**src/rtl/sysid_info_slave.sv**
```systemverilog
// System-ID / build-info Avalon-MM slave with uptime counter, scratch and control.
// Fixed read latency of one cycle, no waitrequest.
module sysid_info_slave #(
    parameter logic [31:0] SYSTEM_ID     = 32'h0000_0000,
    parameter logic [31:0] TIMESTAMP     = 32'd0,
    parameter logic [7:0]  VER_MAJOR     = 8'd1,
    parameter logic [7:0]  VER_MINOR     = 8'd0,
    parameter logic [15:0] VER_PATCH     = 16'd0,
    parameter logic [31:0] CLK_FREQ_HZ   = 32'd50000000,
    parameter logic [31:0] SCRATCH_RESET = 32'h0000_0000
) (
    input  logic        clock,
    input  logic        reset_n,
    input  logic [2:0]  address,
    input  logic        read,
    input  logic        write,
    input  logic [31:0] writedata,
    input  logic [3:0]  byteenable,
    output logic [31:0] readdata,
    output logic        readdatavalid
);

    localparam logic [2:0] A_ID    = 3'd0;
    localparam logic [2:0] A_TS    = 3'd1;
    localparam logic [2:0] A_VER   = 3'd2;
    localparam logic [2:0] A_FREQ  = 3'd3;
    localparam logic [2:0] A_UPLO  = 3'd4;
    localparam logic [2:0] A_UPHI  = 3'd5;
    localparam logic [2:0] A_SCR   = 3'd6;
    localparam logic [2:0] A_CTRL  = 3'd7;

    logic [63:0] uptime_q,   uptime_d;
    logic [31:0] hi_snap_q,  hi_snap_d;
    logic [31:0] scratch_q,  scratch_d;
    logic        freeze_q,   freeze_d;
    logic [31:0] readdata_q, readdata_d;
    logic        rdv_q,      rdv_d;

    logic        wr_en;
    logic        ctrl_wr;
    logic        clear;
    logic [31:0] rd_mux;

    // A simultaneous read wins; the write is dropped entirely.
    always_comb begin
        wr_en   = write & ~read;
        ctrl_wr = wr_en && (address == A_CTRL) && byteenable[0];
        clear   = ctrl_wr & writedata[0];
        freeze_d = ctrl_wr ? writedata[1] : freeze_q;

        if (clear)
            uptime_d = '0;
        else if (freeze_q)
            uptime_d = uptime_q;
        else
            uptime_d = uptime_q + 64'd1;

        scratch_d = scratch_q;
        if (wr_en && (address == A_SCR)) begin
            for (int b = 0; b < 4; b++) begin
                if (byteenable[b])
                    scratch_d[b*8 +: 8] = writedata[b*8 +: 8];
            end
        end

        rd_mux = '0;
        case (address)
            A_ID:    rd_mux = SYSTEM_ID;
            A_TS:    rd_mux = TIMESTAMP;
            A_VER:   rd_mux = {VER_MAJOR, VER_MINOR, VER_PATCH};
            A_FREQ:  rd_mux = CLK_FREQ_HZ;
            A_UPLO:  rd_mux = uptime_q[31:0];
            A_UPHI:  rd_mux = hi_snap_q;
            A_SCR:   rd_mux = scratch_q;
            A_CTRL:  rd_mux = {30'd0, freeze_q, 1'b0};
            default: rd_mux = '0;
        endcase

        // LO read latches the matching HI half for an atomic 64-bit view.
        hi_snap_d = (read && (address == A_UPLO)) ? uptime_q[63:32] : hi_snap_q;

        readdata_d = read ? rd_mux : readdata_q;
        rdv_d      = read;
    end

    always_ff @(posedge clock or negedge reset_n) begin
        if (!reset_n) begin
            uptime_q   <= '0;
            hi_snap_q  <= '0;
            scratch_q  <= SCRATCH_RESET;
            freeze_q   <= 1'b0;
            readdata_q <= '0;
            rdv_q      <= 1'b0;
        end else begin
            uptime_q   <= uptime_d;
            hi_snap_q  <= hi_snap_d;
            scratch_q  <= scratch_d;
            freeze_q   <= freeze_d;
            readdata_q <= readdata_d;
            rdv_q      <= rdv_d;
        end
    end

    assign readdata      = readdata_q;
    assign readdatavalid = rdv_q;

endmodule
```
**config.mk**
```make
export PLATFORM = sky130hd
export DESIGN_NAME = sysid_info_slave
export DESIGN_NICKNAME = d
export VERILOG_FILES = /design/src/rtl/sysid_info_slave.sv
export SDC_FILE = /design/constraint.sdc
export NUM_CORES = 1
export LEC_CHECK = 0
export ABC_AREA = 1
export BUFFER_PORTS_ARGS = -buffer_cell sky130_fd_sc_hd__buf_2
export CAP_MARGIN = 20
export CORE_MARGIN = 3
export CORE_UTILIZATION = 30
export DETAILED_ROUTE_END_ITERATION = 16
export HOLD_SLACK_MARGIN = 0.05
export SYNTH_ARGS = -nofsm -noshare
export SYNTH_HDL_FRONTEND = slang
export SYNTH_SLANG_ARGS = --single-unit
```
**constraint.sdc**
```tcl
create_clock -name clock -period 1.9 [get_ports clock]
set_clock_uncertainty 0.05 [all_clocks]
set_input_delay 0.38 -clock clock [delete_from_list [all_inputs] [get_ports clock]]
set_output_delay 0.38 -clock clock [all_outputs]
set_load 0.01 [all_outputs]
```
==> impl_metrics.ini <==
[power]
seq_power_share = 0.463
p_switching_uw = 2430
power_density_nw_per_um2 = 815
clkPwrFrac = 0.423
p_int_uw = 6010
swShare = 0.288
ir_worst_vdd_uv = 527
leakage_uw = 0.00491
total_power_uw = 8440
pwr-share-comb = 0.114

[detailed_routing]
via_count = 7768
drt-initial-drc-count = 627
wirelength_mm = 27.2
drc_errors = 0
drtAntennaViolNets = 0
dr.pass1.iters = 5
viasPerCell = 4.78
wl_per_cell_um = 16.8

[synth]
yosys.cell_types.count = 32
ys_top_cells_by_area = dfrtp_1 48%, nand2_1 15%, nor2_1 8.3%
ys_seq_area_frac = 0.480
syn_nets = 1164
ys_warn_count = 0
syn_area_um2 = 8450
yosys.area.top_type = dfrtp_1
ys_seq_elements = 162
synth_top_area_frac = 0.480
postSynthCellCount = 1120
avgSynthCellArea_um2 = 7.55

[worst_setup_path]
crit_path_end = uptime_q[46]$_DFFE_PN0P_
cp_data_required_time_ps = 2180
startpoint = uptime_q[1]$_DFFE_PN0P_
cp_max_fo = 4
arrival_ps = 2080
r2r_cells = 8
crit_chain = ha_1 -> inv_1 -> nor2_1 -> nand2_1 -> nor2_1 -> nand3_1 -> nor2_1 -> nor2_1
crit_buf_inv = 1
r2r-start = uptime_q[1]$_DFFE_PN0P_
slowest_stage = dfrtp_1
crit_type = reg2reg
reg2reg_to = uptime_q[46]$_DFFE_PN0P_
slowest_delay_ps = 400
critPathTopFamily = simple AND/OR/NAND/NOR gates
r2r_slack_ps = 100
critPathLaunchType = flop
critical_path_depth = 8
path_common_cell = nor2_1
end_kind = flop

[sta]
fin_crit_sh = 0.948
setup_slack_ps = 97.9
drv_slew = 0
max-slew-margin-rel = 0.642
setup_violations = 0
min_period_ps = 1800
final_hold_viol_count = 0
holdWs_ps = 119
rsz0062_at_grt = true
tightest_slew_ps = 536
fmax_mhz = 555

[clocking]
clk-insertion-delay-late_ps = 440
cts.reportedPaths.clkPinSlew_ps = 80
htree_num_levels = 4
cts_buffers = 17
root_buffer = clkbuf_16
clockBufferDepth = 2
clock-sinks = 162
cts_tree = yes

[global_routing]
grt_pass1_vias = 7574
grt_max_degree = 42
antenna_found_initial = 1
grt.total_usage = 0.182
grt_pass1_wl_mm = 42.9
grt_remaining_overflow = 0

[layout]
final_common_cell = nand2_1
final_nets = 1283
seqCellArea_um2 = 4060
multi_input_area_um2 = 3910
insertedDiodeCount = 0
drive_gt1_frac = 0.200
mostFrequentLayoutCells = 335 x nand2_1, 177 x nor2_1, 155 x dfrtp_1
area_growth_pct = 22.5
final_cells = 1624
finalInstanceArea_um2 = 10400
fillers = 2900

[run]
maxCapViolCount = 0

[floorplanning]
die_h_um = 174
dieArea_um2 = 30200
coreArea_um2 = 27300
start_util = 0.309
die_w_um = 174
rows = 60
pin_count = 76

[place]
gp_congestion = 0.920
io_buffers = 75
dp_cells = 1586
placed_area_um2 = 9620
dp_slack_ps = -120
dp_hpwl_mm = 21.5

[outcome]
outcome = finished clean

[min_path]
min_path_type = in2reg
[cells in the mapped netlist, drive strengths merged]
cell / number
mux2: 33
nand3b: 2
nor3: 15
a21oi: 65
o21ai: 64
nand2: 346
a31oi: 4
nor3b: 3
o211ai: 2
dfrtp: 162
buf: 23
ha: 1
xor2: 2
o21bai: 1
clkbuf: 10
inv: 102
nor2: 205
clkinv: 2
o21a: 5
nand4: 16
o2111ai: 4
nand3: 51
o22ai: 2
[how the worst min path moves through the flow]
stage	startpoint	endpoint	slack, ps	cells past startpoint
after CTS	writedata[14]	scratch_q[14]$_DFFE_PN0P_	100	2
after global routing	writedata[14]	scratch_q[14]$_DFFE_PN0P_	110	2
after floorplan	reset_n	freeze_q$_DFFE_PN0P_	30	0
after global placement	reset_n	scratch_q[29]$_DFFE_PN0P_	240	1
after detailed placement	reset_n	scratch_q[25]$_DFFE_PN0P_	240	1
final	writedata[19]	scratch_q[19]$_DFFE_PN0P_	120	2
[sequential cells by signal, indices dropped and copies added, names as in the netlist]
name           flops
freeze_q           1
readdatavalid      1
hi_snap_q         32
scratch_q         32
readdata          32
uptime_q          64
[area by class of cell]
type	count	area share
well taps	372	0.0450
multi-input cells	821	0.377
repair buffers	133	0.0888
clock buffers	17	0.0411
flip-flops and latches	162	0.392
clock inverters	15	0.0176
inverters	104	0.0377
[cell families (layout without fill, tap and decap cells)]
logic type      count (synthesis)  in the layout  share of synthesized area
fa+ha+maj                       1              1                    0.00148
compound gates                147            147                     0.0921
mux                            33             33                     0.0440
xor+xnor                        2              2                    0.00207
buf+inv                       137            269                     0.0650
flops                         162            162                      0.480
simple gates                  638            638                      0.316
[routing by layer]
| metal | part of all wire | routed length, um | GRT usage |
|---|---|---|---|
| met3 | 0.047 | 1280 | 0.0357 |
| met1 | 0.48 | 13000 | 0.254 |
| met2 | 0.47 | 12700 | 0.296 |
| met4 | 0.011 | 301 | 0.0355 |
| met5 | 0 | 0 | 0 |
[metrics by stage]
| stage | TNS [ps] | utilization |
|---|---|---|
| 3_3_place_gp | -358 | 0.352 |
| 4_1_cts | 0 | 0.375 |
| 5_1_grt | -76.5 | 0.379 |
| 3_5_place_dp | -529 | 0.352 |
| 6_report | 0 | 0.379 |
| 2_1_floorplan | 0 | - |
[power groups by stage]
stage | sequential (uW) | clock, uW | combinational, uW
2_1_floorplan | 3950 | 0 | 502
3_3_place_gp | 3970 | 0 | 910
3_5_place_dp | 3970 | 0 | 925
4_1_cts | 3910 | 3640 | 934
5_1_grt | 3950 | 3780 | 1080
6_report | 3910 | 3570 | 959
[what timing repair did]
action	in CTS	in global routing
hold buffers	1	0
resized for setup	1	23
endpoints found under the hold margin	26	0
pin swaps	0	6
cloned	0	0
buffers inserted	0	5
endpoints found under the setup margin	2	39
Power figures use the tool's default switching activity.
